$ cat src/rtl/router_pkg.sv
// Shared definitions for the router packet transmitter: field widths,
// the reserved destination address and the transmit FSM encoding.
package router_pkg;

    localparam int unsigned ADDR_W    = 2;
    localparam int unsigned LEN_W     = 6;
    localparam int unsigned DATA_W    = 8;
    localparam int unsigned BUF_DEPTH = 63;

    localparam logic [ADDR_W-1:0] INVALID_ADDR = 2'b11;

    typedef enum logic [2:0] {
        StIdle,
        StLoad,
        StHeader,
        StPayload,
        StParity
    } state_e;

    // Header byte layout: payload length in the upper bits, destination below.
    function automatic logic [DATA_W-1:0] make_header(input logic [LEN_W-1:0]  len,
                                                      input logic [ADDR_W-1:0] addr);
        return {len, addr};
    endfunction

endpackage

$ cat src/rtl/router_pkt_tx_if.sv
// Source/router side signals of the packet transmitter.
interface router_pkt_tx_if;
    import router_pkg::*;

    logic              start;
    logic [ADDR_W-1:0] dest_addr;
    logic [LEN_W-1:0]  payload_len;
    logic [DATA_W-1:0] pl_data;
    logic              pl_valid;
    logic              pl_ready;
    logic              busy;
    logic [DATA_W-1:0] data_out;
    logic              pkt_valid;
    logic              tx_active;
    logic              done;
    logic              req_err;

    // Environment side: requests packets, supplies payload, applies router stall.
    modport master (
        output start, dest_addr, payload_len, pl_data, pl_valid, busy,
        input  pl_ready, data_out, pkt_valid, tx_active, done, req_err
    );

    // Transmitter side.
    modport slave (
        input  start, dest_addr, payload_len, pl_data, pl_valid, busy,
        output pl_ready, data_out, pkt_valid, tx_active, done, req_err
    );

endinterface

$ cat src/rtl/router_tx_buf.sv
// 63x8 payload store with independent write and read pointers.
// Read data is combinational from the current read pointer.
module router_tx_buf
    import router_pkg::*;
(
    input  logic              clock,
    input  logic              rst,
    input  logic              clr_i,
    input  logic              wr_en_i,
    input  logic [DATA_W-1:0] wr_data_i,
    input  logic              rd_en_i,
    output logic [DATA_W-1:0] rd_data_o
);

    logic [DATA_W-1:0] mem_q [BUF_DEPTH];
    logic [LEN_W-1:0]  wr_ptr_q, wr_ptr_d;
    logic [LEN_W-1:0]  rd_ptr_q, rd_ptr_d;

    // Pointer advance; clear wins over any access in the same cycle.
    always_comb begin
        wr_ptr_d = wr_ptr_q;
        rd_ptr_d = rd_ptr_q;
        if (clr_i) begin
            wr_ptr_d = '0;
            rd_ptr_d = '0;
        end else begin
            if (wr_en_i) wr_ptr_d = wr_ptr_q + LEN_W'(1);
            if (rd_en_i) rd_ptr_d = rd_ptr_q + LEN_W'(1);
        end
    end

    // Pointer registers with synchronous reset.
    always_ff @(posedge clock) begin
        if (rst) begin
            wr_ptr_q <= '0;
            rd_ptr_q <= '0;
        end else begin
            wr_ptr_q <= wr_ptr_d;
            rd_ptr_q <= rd_ptr_d;
        end
    end

    // Storage array; contents need no reset since pointers gate every use.
    always_ff @(posedge clock) begin
        if (wr_en_i && !clr_i) mem_q[wr_ptr_q] <= wr_data_i;
    end

    assign rd_data_o = mem_q[rd_ptr_q];

endmodule

$ cat src/rtl/router_pkt_tx.sv
// Router packet transmitter: buffers a payload, then sends header,
// payload bytes and an XOR parity byte, stalling whenever the router is busy.
module router_pkt_tx
    import router_pkg::*;
(
    input  logic           clock,
    input  logic           rst,
    router_pkt_tx_if.slave bus
);

    state_e            state_q, state_d;
    logic [ADDR_W-1:0] addr_q, addr_d;
    logic [LEN_W-1:0]  len_q, len_d;
    logic [LEN_W-1:0]  cnt_q, cnt_d;
    logic [DATA_W-1:0] data_out_q, data_out_d;
    logic [DATA_W-1:0] parity_q, parity_d;
    logic              pkt_valid_q, pkt_valid_d;
    logic              done_q, done_d;
    logic              req_err_q, req_err_d;

    logic              buf_wr, buf_rd, buf_clr;
    logic [DATA_W-1:0] buf_rd_data;
    logic              start_ok;
    logic              last_cnt;

    assign start_ok = (bus.payload_len != '0) && (bus.dest_addr != INVALID_ADDR);
    assign last_cnt = (cnt_q == len_q - LEN_W'(1));

    // Next-state, datapath and buffer control; outputs hold unless consumed.
    always_comb begin
        state_d     = state_q;
        addr_d      = addr_q;
        len_d       = len_q;
        cnt_d       = cnt_q;
        data_out_d  = data_out_q;
        parity_d    = parity_q;
        pkt_valid_d = pkt_valid_q;
        done_d      = 1'b0;
        req_err_d   = 1'b0;
        buf_wr      = 1'b0;
        buf_rd      = 1'b0;
        buf_clr     = 1'b0;
        unique case (state_q)
            StIdle: begin
                if (bus.start) begin
                    if (start_ok) begin
                        addr_d   = bus.dest_addr;
                        len_d    = bus.payload_len;
                        cnt_d    = '0;
                        parity_d = '0;
                        buf_clr  = 1'b1;
                        state_d  = StLoad;
                    end else begin
                        req_err_d = 1'b1;
                    end
                end
            end
            StLoad: begin
                if (bus.pl_valid) begin
                    buf_wr   = 1'b1;
                    parity_d = parity_q ^ bus.pl_data;
                    cnt_d    = cnt_q + LEN_W'(1);
                    if (last_cnt) begin
                        data_out_d  = make_header(len_q, addr_q);
                        pkt_valid_d = 1'b1;
                        parity_d    = parity_q ^ bus.pl_data ^ make_header(len_q, addr_q);
                        cnt_d       = '0;
                        state_d     = StHeader;
                    end
                end
            end
            StHeader: begin
                if (!bus.busy) begin
                    data_out_d = buf_rd_data;
                    buf_rd     = 1'b1;
                    state_d    = StPayload;
                end
            end
            StPayload: begin
                if (!bus.busy) begin
                    if (last_cnt) begin
                        data_out_d  = parity_q;
                        pkt_valid_d = 1'b0;
                        state_d     = StParity;
                    end else begin
                        data_out_d = buf_rd_data;
                        buf_rd     = 1'b1;
                        cnt_d      = cnt_q + LEN_W'(1);
                    end
                end
            end
            StParity: begin
                if (!bus.busy) begin
                    data_out_d = '0;
                    parity_d   = '0;
                    cnt_d      = '0;
                    buf_clr    = 1'b1;
                    done_d     = 1'b1;
                    state_d    = StIdle;
                end
            end
            default: state_d = StIdle;
        endcase
    end

    // State and output registers with synchronous reset.
    always_ff @(posedge clock) begin
        if (rst) begin
            state_q     <= StIdle;
            addr_q      <= '0;
            len_q       <= '0;
            cnt_q       <= '0;
            data_out_q  <= '0;
            parity_q    <= '0;
            pkt_valid_q <= 1'b0;
            done_q      <= 1'b0;
            req_err_q   <= 1'b0;
        end else begin
            state_q     <= state_d;
            addr_q      <= addr_d;
            len_q       <= len_d;
            cnt_q       <= cnt_d;
            data_out_q  <= data_out_d;
            parity_q    <= parity_d;
            pkt_valid_q <= pkt_valid_d;
            done_q      <= done_d;
            req_err_q   <= req_err_d;
        end
    end

    router_tx_buf u_buf (
        .clock     (clock),
        .rst       (rst),
        .clr_i     (buf_clr),
        .wr_en_i   (buf_wr),
        .wr_data_i (bus.pl_data),
        .rd_en_i   (buf_rd),
        .rd_data_o (buf_rd_data)
    );

    assign bus.data_out  = data_out_q;
    assign bus.pkt_valid = pkt_valid_q;
    assign bus.done      = done_q;
    assign bus.req_err   = req_err_q;
    assign bus.pl_ready  = (state_q == StLoad);
    assign bus.tx_active = (state_q != StIdle);

endmodule

$ cat src/flat_wrapper.sv
// flat-port wrapper written by rule: the top's interface ports become plain ports
module router_pkt_tx_flat import router_pkg::*;
  (clock, rst, bus_start, bus_dest_addr, bus_payload_len, bus_pl_data, bus_pl_valid, bus_busy, bus_pl_ready, bus_data_out, bus_pkt_valid, bus_tx_active, bus_done, bus_req_err);
  router_pkt_tx_if bus_i ();
  input  logic clock;
  input  logic rst;
  input wire logic [$bits(bus_i.start)-1:0] bus_start;
  input wire logic [$bits(bus_i.dest_addr)-1:0] bus_dest_addr;
  input wire logic [$bits(bus_i.payload_len)-1:0] bus_payload_len;
  input wire logic [$bits(bus_i.pl_data)-1:0] bus_pl_data;
  input wire logic [$bits(bus_i.pl_valid)-1:0] bus_pl_valid;
  input wire logic [$bits(bus_i.busy)-1:0] bus_busy;
  output wire logic [$bits(bus_i.pl_ready)-1:0] bus_pl_ready;
  output wire logic [$bits(bus_i.data_out)-1:0] bus_data_out;
  output wire logic [$bits(bus_i.pkt_valid)-1:0] bus_pkt_valid;
  output wire logic [$bits(bus_i.tx_active)-1:0] bus_tx_active;
  output wire logic [$bits(bus_i.done)-1:0] bus_done;
  output wire logic [$bits(bus_i.req_err)-1:0] bus_req_err;
  assign bus_i.start = bus_start;
  assign bus_i.dest_addr = bus_dest_addr;
  assign bus_i.payload_len = bus_payload_len;
  assign bus_i.pl_data = bus_pl_data;
  assign bus_i.pl_valid = bus_pl_valid;
  assign bus_i.busy = bus_busy;
  assign bus_pl_ready = bus_i.pl_ready;
  assign bus_data_out = bus_i.data_out;
  assign bus_pkt_valid = bus_i.pkt_valid;
  assign bus_tx_active = bus_i.tx_active;
  assign bus_done = bus_i.done;
  assign bus_req_err = bus_i.req_err;
  router_pkt_tx u_core (.clock(clock), .rst(rst), .bus(bus_i));
endmodule
$ cat config.mk
export PLATFORM = sky130hd
export DESIGN_NAME = router_pkt_tx_flat
export DESIGN_NICKNAME = d
export VERILOG_FILES = /design/src/rtl/router_pkg.sv /design/src/rtl/router_pkt_tx_if.sv /design/src/rtl/router_tx_buf.sv /design/src/rtl/router_pkt_tx.sv /design/src/flat_wrapper.sv
export SDC_FILE = /design/constraint.sdc
export NUM_CORES = 1
export LEC_CHECK = 0
export ABC_AREA = 1
export CORE_MARGIN = 4
export CORE_UTILIZATION = 25
export DETAILED_ROUTE_END_ITERATION = 8
export PLACE_DENSITY = 0.37
export REMOVE_ABC_BUFFERS = 1
export SYNTH_ARGS = -nofsm -noshare
export SYNTH_HDL_FRONTEND = slang
export SYNTH_SLANG_ARGS = --single-unit
$ cat constraint.sdc
create_clock -name clock -period 2.5 [get_ports clock]
set_input_delay 0.25 -clock clock [delete_from_list [all_inputs] [get_ports clock]]
set_output_delay 0.25 -clock clock [all_outputs]
set_load 0.1 [all_outputs]
==> results of run 1 <==
-- cells in the mapped netlist, types with 2 or more instances --
| master | instances | area share, % |
|---|---|---|
| o21ai_1 | 5 | 0.10 |
| edfxtp_1 | 504 | 61 |
| nand3_1 | 401 | 8.1 |
| buf_2 | 50 | 1.0 |
| xor2_1 | 13 | 0.46 |
| inv_1 | 374 | 5.7 |
| buf_6 | 2 | 0.091 |
| nor2_2 | 5 | 0.13 |
| clkbuf_1 | 43 | 0.65 |
| nand2_4 | 6 | 0.27 |
| o21ai_0 | 23 | 0.46 |
| buf_4 | 2 | 0.061 |
| a21oi_2 | 2 | 0.071 |
| o2111ai_1 | 2 | 0.071 |
| buf_1 | 18 | 0.27 |
| inv_2 | 12 | 0.18 |
| nand2_1 | 833 | 13 |
| a21oi_1 | 46 | 0.93 |
| nand4_1 | 3 | 0.076 |
| nor2_1 | 129 | 2.0 |
| nor3_1 | 4 | 0.081 |
| nand2_2 | 3 | 0.076 |
| dfxtp_1 | 54 | 4.4 |
| ha_1 | 4 | 0.20 |
| nand3_4 | 2 | 0.14 |
| or2_2 | 5 | 0.13 |
| xnor2_1 | 11 | 0.39 |
| nor2_4 | 3 | 0.14 |
-- power groups by stage --
| stage | registers, W | clock network (W) | logic [W] |
|---|---|---|---|
| 2_1_floorplan | 0.0112 | 0 | 0.00220 |
| 3_3_place_gp | 0.0107 | 0 | 0.00407 |
| 3_5_place_dp | 0.0107 | 0 | 0.00407 |
| 4_1_cts | 0.0105 | 0.00949 | 0.00408 |
| 5_1_grt | 0.0106 | 0.00989 | 0.00444 |
| 6_report | 0.0105 | 0.00918 | 0.00403 |
-- per-stage QoR --
| step | hold slack [ns] | instances | area (µm²) |
|---|---|---|---|
| 2_1_floorplan | 0.3191 | 2450 | 24270 |
| 4_1_cts | 0.02979 | 4032 | 29470 |
| 3_5_place_dp | 0.4644 | 3909 | 27430 |
| 5_1_grt | 0.04537 | 4036 | 29500 |
| 6_report | 0.05655 | 4036 | 29500 |
| 3_3_place_gp | 0.4608 | 3909 | 27430 |
-- logic make-up after synthesis --
logic type	after synthesis	share of synthesized area [%]
AOI/OAI and AO/OA	78	1.634
xor gates and xnor gates	25	0.9131
adders and majority gates	4	0.2018
buffers and inverters	502	7.981
DFF	558	65.38
and+or+nand+nor	1399	23.89
-- repair_timing --
action,in CTS,in global routing
setup buffers,0,4
setup endpoints to repair,0,4
resized for setup,0,1
-- layer usage --
metal  up-vias  track usage (%)  wire length (µm)
met1      8395            20.44             36540
met5         -                0                 0
met3        86            2.371              3330
met2       348            23.92             35350
met4         0            4.179              1609
li1       8568                -                 -
-- sequential cells by signal (all words and copies together) (netlist names), 2 cells and up, named ones only --
| name | count |
|---|---|
| u_core.cnt_q | 6 |
| u_core.u_buf.rd_ptr_q | 6 |
| u_core.state_q | 3 |
| u_core.parity_q | 8 |
| u_core.u_buf.mem_q | 504 |
| u_core.addr_q | 2 |
| u_core.len_q | 6 |
| u_core.u_buf.wr_ptr_q | 6 |
| u_core.bus.data_out | 8 |
-- cell type report --
| class | instances | area, µm² |
|---|---|---|
| inverters | 386 | 1459 |
| multi-input cells | 1506 | 6608 |
| flip-flops and latches | 558 | 16220 |
| well taps | 1287 | 1610 |
| clock buffers | 86 | 1837 |
| repair buffers | 176 | 1562 |
| clock inverters | 37 | 202.7 |
| fillers | 10299 | 68920 |
-- worst max-delay path by stage --
| stage | cells past startpoint | startpoint | slack (ns) | end |
|---|---|---|---|---|
| CTS | 14 | register | 0.11 | u_core.bus.data_out[5] |
| detailed placement | 9 | bus_pl_valid | 0.06 | u_core.u_buf.mem_q[49][6] |
| finish | 12 | register | 0.12 | u_core.bus.data_out[5] |
| floorplan | 11 | register | -6.68 | u_core.bus.data_out[3] |
| global placement | 9 | bus_pl_valid | 0.04 | u_core.u_buf.mem_q[49][3] |
| global route | 12 | register | 0.02 | u_core.bus.data_out[6] |
==> metrics.yaml, run 1 <==
tightestPinTransition_ns: 0.9010
ys_ff_latch: 558
holdBufCountCts: 0
grt_setup_unrepaired: "no"
grt_pass1_vias: 17263
vdd_drop_max_v: 0.0007865
pwr-share-comb_pct: 17.0
fin_ws_ns: 0.1208
cts_tree: "done"
syn_area_per_cell_um2: 9.666
fin_tns_setup_ns: 0
synth_edf_count: 504
cts_buffer_depth: 3
critPathCaptureType: "register"
drcViolationCount: 0
reg2reg_to: "u_core.bus.data_out[5]"
ys_warn_count: 0
cts_buffers: 69
start_util_pct: 25.20
htreeDepth: 3
min-delay-start: "bus_pl_data[0]"
grt_max_degree: 88
fin_crit_ns: 2.379
num_rows: 115
layout_common_cells: "nand2_1, edfxtp_1, nand3_1"
drt_iter0_drc: 1164
synthCells: 2566
die_w_um: 323.0
worstSetupPathType: "register to register"
fin_nets: 2722
place_congestion: 0.8507
async_flop_share_pct: 0
powerDensity_nw_per_um2: 804.9
clkLatencyLatePin_ns: 0.60
crit_buf_inv: 2
viasPerCell: 4.310
crit_top_cell: "nand3_1"
clkSinkCount: 558
p_leak_nw: 12.10
status: "finished, final reports clean"
skew_ns: 0.02346
internal-power_w: 0.01666
switchingPower_w: 0.007091
antenna_found_initial: 2
layout.cells.most_common: "nand2_1"
min_delay_path_depth: 1
worst_r2r_path_depth: 12
arrival_ns: 2.88
dpl.hpwl_mm: 49.42
die_area_um2: 104300
die_h_um: 323.0
cp-start-kind: "register"
track_usage_pct: 14.74
seq_area_frac_synth_pct: 65.38
drt-total-wl_mm: 76.84
hold_end: "u_core.u_buf.mem_q[33][0]"
cts_root_buf: "clkbuf_16"
clockPowerShare_pct: 38.7
synth_cell_types: 35
drive_above_1_share_pct: 11.06
final_antenna_net_count: 0
slowest_delay_ns: 0.43
fin_util_pct: 29.98
hp-class: "input pin to register"
max_freq_mhz: 420.3
power_w: 0.02375
ys.flop_type: "edfxtp_1"
power_frac_seq_pct: 44.4
regToRegSetupSlack_ns: 0.12
slowest_stage: "dfxtp_4"
clk_pin_slew_ns: 0.06
area_delta_synth_final_pct: 18.95
detail_route.wl_per_cell_um: 19.04
cp_max_fo: 81
crit_required_ns: 3.00
io_pins: 34
slew_viol_final: 0
cp_cell_sequence: "buf_12 -> nand2_1 -> nand3_1 -> nand3_1 -> nand3_1 -> nand2_1 -> nand2_1 -> nand3_1 -> nand3_1 -> nand3_1 -> nand2_1 -> inv_1"
core_um2: 98420
grt_pass1_wl_mm: 113.9
setup_violations: 0
synth.cell_area_um2: 24800
max_slew_margin_pct: 39.87
drtPass1Iterations: 5
maxCapViolCount: 0
antenna_cells: 0
port_buffers: 33
min_period_over_period_pct: 95.17
hold_violations: 0
netSwitchingFraction_pct: 29.86
via_count: 17397
overflow: 0
pre_cts_slack_ns: 0.05503
cp_top_family: "simple AND/OR/NAND/NOR gates"
Note: power is estimated with default switching activity, not from simulation.
==> inputs of run 2 (changes only) <==
--- a/config.mk
+++ b/config.mk
@@ -14,3 +14,4 @@
 export SYNTH_ARGS = -nofsm -noshare
 export SYNTH_HDL_FRONTEND = slang
 export SYNTH_SLANG_ARGS = --single-unit
+export TNS_END_PERCENT = 5
==> metrics.yaml, run 2 (same netlist as run 1, synthesis figures left out) <==
worstSetupPathType: "register to register"
die_w_um: 323.0
drtPass1Iterations: 7
num_rows: 115
netSwitchingFraction_pct: 29.87
hp-class: "input pin to register"
fin_ws_ns: 0.1239
drt-total-wl_mm: 76.91
worst_r2r_path_depth: 10
dpl.hpwl_mm: 49.42
setup_violations: 0
fin_util_pct: 29.95
vdd_drop_max_v: 0.0007855
critPathCaptureType: "register"
port_buffers: 33
grt_pass1_vias: 17263
cts_buffer_depth: 3
fin_nets: 2718
cp-start-kind: "register"
grt_pass1_wl_mm: 113.9
hold_violations: 0
place_congestion: 0.8507
arrival_ns: 2.68
layout.cells.most_common: "nand2_1"
skew_ns: 0.02138
power_frac_seq_pct: 44.4
max_freq_mhz: 420.9
drcViolationCount: 0
tightestPinTransition_ns: 0.9207
start_util_pct: 25.20
final_antenna_net_count: 0
cts_root_buf: "clkbuf_16"
max_slew_margin_pct: 38.56
clk_pin_slew_ns: 0.05
fin_crit_ns: 2.376
power_w: 0.02374
drt_iter0_drc: 1180
grt_max_degree: 88
powerDensity_nw_per_um2: 805.5
antenna_cells: 0
largest_register_ffs: 504
pre_cts_slack_ns: 0.05503
viasPerCell: 4.305
status: "finished, final reports clean"
maxCapViolCount: 0
placed_area_um2: 27430
min_period_over_period_pct: 95.04
detail_route.wl_per_cell_um: 19.07
final_cell_area_um2: 29480
drive_above_1_share_pct: 10.93
pwr-share-comb_pct: 17.0
die_area_um2: 104300
min_delay_path_depth: 1
p_leak_nw: 12.08
track_usage_pct: 14.74
internal-power_w: 0.01665
cp_max_fo: 8
cts_buffers: 69
holdBufCountCts: 0
htreeDepth: 3
clkLatencyLatePin_ns: 0.60
overflow: 0
clkSinkCount: 558
antenna_found_initial: 2
die_h_um: 323.0
via_count: 17356
io_pins: 34
top_register: "u_core.u_buf.mem_q"
grt_setup_unrepaired: "no"
area_delta_synth_final_pct: 18.85
crit_required_ns: 2.81
switchingPower_w: 0.007092
core_um2: 98420
cts_tree: "done"
clockPowerShare_pct: 38.7
slew_viol_final: 0
layout_common_cells: "nand2_1, edfxtp_1, nand3_1"
==> run 2: final cells by class <==
cell class | instances | area, µm²
tap | 1287 | 1610
timing repair buffer | 172 | 1531
clock inverter | 37 | 202.7
sequential | 558 | 16220
clock buffer | 86 | 1837
multi-input combinational | 1506 | 6613
inverter | 386 | 1459
fill | 10302 | 68940
==> run 2: path summary, 6_finish.rpt <==
kind                                            from                   endpoint  slack (ns)
worst max register to register     u_core.state_q[0]  u_core.u_buf.mem_q[17][1]        0.12
worst min register to register  u_core.bus.pkt_valid       u_core.bus.pkt_valid        0.48
worst min-delay path                  bus_pl_data[0]  u_core.u_buf.mem_q[33][0]        0.05
worst max-delay path               u_core.state_q[0]  u_core.u_buf.mem_q[17][1]        0.12
==> run 2: power groups by stage <==
stage          logic, W  registers (W)  clock network (W)
2_1_floorplan   0.00220         0.0112                  0
3_3_place_gp    0.00407         0.0107                  0
3_5_place_dp    0.00407         0.0107                  0
4_1_cts         0.00408         0.0105            0.00949
5_1_grt         0.00443         0.0106            0.00989
6_report        0.00402         0.0105            0.00918
==> run 2: worst max-delay path, cell delays in order (launching register included) <==
cell and delay [ns]:
dfxtp_1 0.42, nand2_4 0.12, nor2_4 0.11, inv_2 0.06
nor2_4 0.21, inv_2 0.10, nor2_1 0.18, nand3_1 0.14
buf_4 0.17, nor2_1 0.29, buf_4 0.26
==> run 2: per-layer routing <==
layer	global-route usage [%]	vias up	wire [µm]
li1	-	8564	-
met2	23.92	366	35340
met5	0	-	0
met4	4.179	0	1611
met3	2.371	84	3563
met1	20.44	8342	36390
==> run 2: through the flow <==
stage	instances	hold slack (ns)	TNS [ns]
detailed placement	3909	0.4644	0
floorplan	2450	0.3191	-101.89
global route	4032	0.04537	0
global placement	3909	0.4608	0
CTS	4032	0.02979	0
finish	4032	0.05382	0
==> run 2: repair_timing <==
item	4_1_cts	5_1_grt
endpoints found under the setup margin	0	4
endpoints found under the hold margin	0	0
buffers inserted	0	0
gates resized for setup	0	2
==> inputs of run 3 (changes only) <==
--- a/config.mk
+++ b/config.mk
@@ -6,11 +6,13 @@
 export NUM_CORES = 1
 export LEC_CHECK = 0
 export ABC_AREA = 1
+export CAP_MARGIN = 0
 export CORE_MARGIN = 4
 export CORE_UTILIZATION = 25
 export DETAILED_ROUTE_END_ITERATION = 8
 export PLACE_DENSITY = 0.37
 export REMOVE_ABC_BUFFERS = 1
+export SKIP_CTS_REPAIR_TIMING = 1
 export SYNTH_ARGS = -nofsm -noshare
 export SYNTH_HDL_FRONTEND = slang
 export SYNTH_SLANG_ARGS = --single-unit
==> results of run 3 <==
Same layout as run 2: the final DEF is identical, and so are final timing and power.
